===== config.mk =====
export PLATFORM = sky130hd
export DESIGN_NAME = pwm_bank
export DESIGN_NICKNAME = d
export VERILOG_FILES = /design/src/rtl/pwm_bank_pkg.sv /design/src/rtl/pwm_bank_channel.sv /design/src/rtl/pwm_bank.sv
export SDC_FILE = /design/constraint.sdc
export NUM_CORES = 2
export LEC_CHECK = 0
export ABC_AREA = 1
export CAP_MARGIN = 20
export CELL_PAD_IN_SITES_DETAIL_PLACEMENT = 1
export CELL_PAD_IN_SITES_GLOBAL_PLACEMENT = 1
export CORE_UTILIZATION = 42
export CTS_CLUSTER_SIZE = 25
export DETAILED_ROUTE_END_ITERATION = 8
export GPL_ROUTABILITY_DRIVEN = 0
export PLACE_DENSITY = 0.8
export REMOVE_ABC_BUFFERS = 1
export SYNTH_ARGS = -nofsm -noshare
export SYNTH_HDL_FRONTEND = slang
export SYNTH_SLANG_ARGS = --single-unit

===== constraint.sdc =====
create_clock -name clk -period 2.7 [get_ports clk]
set_input_delay 0.405 -clock clk [delete_from_list [all_inputs] [get_ports clk]]
set_output_delay 0.405 -clock clk [all_outputs]
set_load 0.005 [all_outputs]

===== src/rtl/pwm_bank_pkg.sv =====
// pwm_bank_pkg: shared defaults and per-channel configuration record for pwm_bank.
package pwm_bank_pkg;
  localparam int DEF_NUM_CH = 16;
  localparam int DEF_CNT_WIDTH = 32;
  // Duty is stored at the widest supported width so one struct serves every CNT_WIDTH up to 32.
  localparam int MAX_CNT_WIDTH = 32;
  typedef struct packed {
    logic [MAX_CNT_WIDTH-1:0] duty;
    logic                     en;
    logic                     inv;
  } ch_cfg_t;
endpackage


===== src/rtl/pwm_bank_channel.sv =====
// pwm_bank_channel: one channel's shadow/active config, duty compare and registered output.
module pwm_bank_channel
  import pwm_bank_pkg::*;
#(
  parameter int CNT_WIDTH = DEF_CNT_WIDTH
) (
  input  logic                 clk,
  input  logic                 rst,
  input  logic [CNT_WIDTH-1:0] cnt_i,
  input  logic [CNT_WIDTH-1:0] duty_i,
  input  logic                 en_i,
  input  logic                 inv_i,
  input  logic                 load_i,
  input  logic                 transfer_i,
  input  logic                 run_i,
  output logic                 pwm_o
);
  ch_cfg_t shd_q, shd_d, act_q, act_d;
  logic    pwm_q, pwm_d;
  always_comb begin
    shd_d = load_i ? ch_cfg_t'{duty: MAX_CNT_WIDTH'(duty_i), en: en_i, inv: inv_i} : shd_q;
    act_d = transfer_i ? shd_q : act_q;
    pwm_d = run_i & act_q.en & ((MAX_CNT_WIDTH'(cnt_i) < act_q.duty) ^ act_q.inv);
  end
  always_ff @(posedge clk) begin
    if (rst) begin
      shd_q <= '0;
      act_q <= '0;
      pwm_q <= 1'b0;
    end else begin
      shd_q <= shd_d;
      act_q <= act_d;
      pwm_q <= pwm_d;
    end
  end
  assign pwm_o = pwm_q;
endmodule


===== src/rtl/pwm_bank.sv =====
// pwm_bank: multi-channel PWM from one shared period counter with double-buffered settings
// that only take effect at a period boundary.
module pwm_bank
  import pwm_bank_pkg::*;
#(
  parameter int NUM_CH    = DEF_NUM_CH,
  parameter int CNT_WIDTH = DEF_CNT_WIDTH
) (
  input  logic                        clk,
  input  logic                        rst,
  input  logic [CNT_WIDTH-1:0]        period,
  input  logic [NUM_CH*CNT_WIDTH-1:0] duty,
  input  logic [NUM_CH-1:0]           ch_en,
  input  logic [NUM_CH-1:0]           ch_inv,
  input  logic                        load,
  output logic [NUM_CH-1:0]           pwm_out,
  output logic                        period_start,
  output logic                        update_pending,
  output logic [CNT_WIDTH-1:0]        cnt
);
  logic [CNT_WIDTH-1:0] per_shd_q, per_shd_d, per_act_q, per_act_d, cnt_q, cnt_d;
  logic                 pend_q, pend_d, pstart_q, pstart_d;
  logic                 run, boundary, transfer;
  // A stopped counter counts as a boundary every cycle, so a pending load applies at once.
  always_comb begin
    run       = per_act_q != '0;
    boundary  = !run || (cnt_q == per_act_q - CNT_WIDTH'(1));
    transfer  = boundary & pend_q;
    cnt_d     = boundary ? '0 : cnt_q + CNT_WIDTH'(1);
    per_shd_d = load ? period : per_shd_q;
    per_act_d = transfer ? per_shd_q : per_act_q;
    pend_d    = load | (pend_q & !boundary);
    pstart_d  = run & (cnt_q == '0);
  end
  always_ff @(posedge clk) begin
    if (rst) begin
      per_shd_q <= '0;
      per_act_q <= '0;
      cnt_q     <= '0;
      pend_q    <= 1'b0;
      pstart_q  <= 1'b0;
    end else begin
      per_shd_q <= per_shd_d;
      per_act_q <= per_act_d;
      cnt_q     <= cnt_d;
      pend_q    <= pend_d;
      pstart_q  <= pstart_d;
    end
  end
  for (genvar i = 0; i < NUM_CH; i++) begin : g_ch
    pwm_bank_channel #(.CNT_WIDTH(CNT_WIDTH)) u_ch (
      .clk       (clk),
      .rst       (rst),
      .cnt_i     (cnt_q),
      .duty_i    (duty[i*CNT_WIDTH +: CNT_WIDTH]),
      .en_i      (ch_en[i]),
      .inv_i     (ch_inv[i]),
      .load_i    (load),
      .transfer_i(transfer),
      .run_i     (run),
      .pwm_o     (pwm_out[i])
    );
  end
  assign period_start   = pstart_q;
  assign update_pending = pend_q;
  assign cnt            = cnt_q;
endmodule

==> metrics.md <==
| Metric | Value |
|---|---|
| Status | complete, but fails checks |
| Violated checks | setup timing |
| Fin. Hold Viols | 0 |
| Seq/Total Area, Yosys | 42.7% |
| Post-Synth Adder-Cell Area | 11.1% |
| I/O Buffers | 628 |
| Switching share of power | 49.0% |
| Wire length per cell | 22.0 um |
| Seq pwr share | 20.4% |
| CP Data Required Time | 3.32 ns |
| Period Utilization, post-route | 108% |
| Crit path time final | 2.92 ns |
| Final max-slew violation count | 0 |
| CORE AREA | 132000 um2 |
| GR Util All Layers | 30.3% |
| Final instance area | 71800 um2 |
| Comb pwr share | 63.4% |
| Synth Area in XOR/XNOR | 0.684% |
| Max clock buf depth | 3 |
| Clock Latency Late Sink | 0.81 ns |
| Yosys warnings | 0 |
| Highest clock rate | 342 MHz |
| Die X-Extent | 368 um |
| Multiplexer area fraction after synthesis | 0% |
| Largest net degree at the start of global routing | 201 |
| Via Count | 55142 |
| Clk pwr share | 16.1% |
| HPWL Detailed | 143000 um |
| Critical path origin | per_act_q[1] |
| Final WL | 220000 um |
| Max VDD drop | 2.46 mV |
| Synth async-reset ratio | 0% |
| Vias in the first global route | 57517 |
| Most frequent cells in the layout | nor2_1 (1341), dfxtp_1 (1170), nand2_1 (903), a21oi_1 (774), o21ai_0 (650) |
| Initial antenna violation count | 7 |
| Least-Margin Pin Slew | 1.13 ns |
| Starting density of the core | 42.6% |
| Yosys reg bits | 1202 |
| Area of the multi-input gates | 28400 um2 |
| Count of non-filler cells in the finished layout | 9981 |
| PnR worst setup slack | -0.224 ns |
| Grt ovf | 0 |
| Compound-Gate Fraction of Synth Area | 14.3% |
| Drt drc | 0 |
| Die height | 368 um |
| Max-slew headroom | 24.5% |
| DRT antenna net count | 0 |
| Worst r2r path cells | 17 |
| Fill cells | 16021 |
| RR Endpoint | g_ch[13].u_ch.act_q[17] |
| Fraction of layout cells with a size suffix above 1 | 8.48% |
| Largest family of logic cells by synthesized area | simple AND/OR/NAND/NOR gates |
| Register Area | 24100 um2 |
| Max-cap violations | 0 |
| Setup-failing EPs final | 582 |
| Setup crit end kind | flip-flop |
| Clock Tree Root | clkbuf_16 |
| Area post-placement | 65200 um2 |
| Lkg Pwr | 0.0290 uW |
| Die area | 136000 um2 |
| Reg2reg start | per_act_q[1] |
| TritonCTS clock tree | yes |
| Most common cell after layout, fill and taps aside | nor2_1 |
| Starting DRT DRC Count | 3789 |
| Cell count after placement | 9677 |
| Critical path fanouts, max | 8 |
| Worst Clk Skew | 0.0300 ns |
| Nets | 9199 |
| Number of enable flip-flop cells after synthesis | 0 |
| Syn Inst Count | 7543 |
| Vias per inst | 5.52 |
| FF-to-FF setup slack | -0.22 ns |
| Post-Synth Simple-Gate Area | 23.2% |
| CP Class | reg2reg |
| Critical Path Sink | g_ch[13].u_ch.act_q[17] |
| Pwr per Cell Area | 1640 nW/um2 |
| Crit path launch type | flip-flop |
| Hold Path Class | in2reg |
| Htree depth | 4 |
| Area grow syn2layout | 27.4% |
| Cell Rows | 133 |
| Hold Slack | 0.0186 ns |
| Ys flop type | dfxtp_1 |
| DRT Pass-1 Iters | 5 |
| Internal Power | 60000 uW |
| Ports | 629 |
| Global-route wire length before repair | 322000 um |
| Total CTS buffers | 136 |
| Post-Syn Area per Cell | 7.47 um2 |
| Post-synth cell types | 40 |
| RSZ-0062 raised after global routing | true |
| Clk slew on worst S/H paths | 0.06 ns |
| NetSw | 57700 uW |
| CP arrival | 3.54 ns |
| Mapped cell area | 56300 um2 |
| Total clock sinks | 1202 |
[cell type report]
cell class	instances	share of cell area, %
Inverter	614	3.23
Sequential cell	1202	33.6
Timing Repair Buffer	911	14.1
Clock inverter	45	0.921
Tap cell	1755	3.06
Multi-Input combinational cell	5256	39.6
Clock buffer	191	5.46
Antenna cell	7	0.0244
[flip-flops by register name, indices dropped and copies added (netlist names)]
name	cells
cnt	32
g_ch.u_ch.act_q	544
g_ch.u_ch.pwm_o	16
g_ch.u_ch.shd_q	544
per_act_q	32
per_shd_q	32
period_start	1
update_pending	1
[metrics by stage]
step / power (uW) / utilization [%] / setup slack [ns] / TNS (ns)
after floorplan: 24800 / - / -15.48 / -
after global placement: 81900 / 49.3 / -0.127 / -39.35
after detailed placement: 83200 / 49.3 / -0.210 / -79.60
after CTS: 109000 / 53.2 / -0.0906 / -14.67
after global routing: 117000 / 54.2 / -0.358 / -173.83
final: 118000 / 54.2 / -0.224 / -71.89
[power by group through the flow]
stage / sequential [uW] / clock (uW) / combinational (uW)
detailed placement: 24200 / 0 / 59000
global route: 24000 / 19900 / 73400
global placement: 24100 / 0 / 57800
floorplan: 19800 / 0 / 4950
CTS: 23800 / 19200 / 65600
finish: 24000 / 19000 / 74600
[worst max-delay path, cell delays in order (launching register included)]
cell and delay [ns]:
dfxtp_2 0.33, buf_6 0.12, nor2_4 0.15, nand2_4 0.09, o21ai_0 0.34, nand2_1 0.11
nand2_1 0.09, nand2_1 0.07, nor2_1 0.09, nand3_1 0.10, nor2_2 0.15, nand3_2 0.16
nand2_8 0.17, nand2_8 0.13, clkbuf_16 0.26, clkbuf_16 0.20, nand2_1 0.08, a21oi_1 0.08
[worst min-delay path by stage]
stage | start | endpoint | slack, ns | cells after the start
floorplan | g_ch[0].u_ch.act_q[1] | g_ch[0].u_ch.pwm_o | 0.42 | 2
global placement | g_ch[6].u_ch.act_q[1] | g_ch[6].u_ch.pwm_o | 0.43 | 2
detailed placement | g_ch[8].u_ch.act_q[1] | g_ch[8].u_ch.pwm_o | 0.44 | 2
CTS | rst | g_ch[2].u_ch.act_q[29] | -0.02 | 2
global route | rst | g_ch[3].u_ch.act_q[1] | 0.01 | 2
finish | rst | g_ch[2].u_ch.act_q[29] | 0.02 | 2
[cells in the mapped netlist (15+ instances only)]
cell type,instances,share of area (%)
o21ai_0,652,5.8
buf_6,16,0.32
nand3_1,648,5.8
o221ai_1,15,0.23
clkbuf_1,331,2.2
a21oi_1,805,7.2
buf_2,54,0.48
a31oi_1,18,0.20
nor4_1,23,0.26
xor2_1,31,0.48
a21o_1,17,0.23
inv_1,607,4.0
ha_1,499,11
a211oi_1,36,0.48
nor2_1,1358,9.1
buf_4,70,0.93
dfxtp_1,1202,43
nand2_1,986,6.6
nor3_1,41,0.36
nand4_1,64,0.71
[kinds of logic after synthesis]
family | Yosys count
AOI/OAI and AO/OA | 1561
xor gates and xnor gates | 44
adders and majority gates | 499
buffers and inverters | 1085
DFF | 1202
and+or+nand+nor | 3152
[what timing repair did]
action / in CTS / in global routing
endpoints found under the hold margin: 15 / 0
gates resized for setup: 56 / 202
pin swaps: 3 / 14
buffers inserted: 9 / 12
gates cloned: 11 / 29
endpoints found under the setup margin: 583 / 610
[routing by layer]
metal	up-vias	global-route usage (%)	routed length [um]
li1	26023	-	-
met1	27051	36.1	89600
met2	1521	52.3	107000
met3	541	4.39	10900
met5	-	0	45
met4	6	15.9	12400
Power figures use the tool's default switching activity.
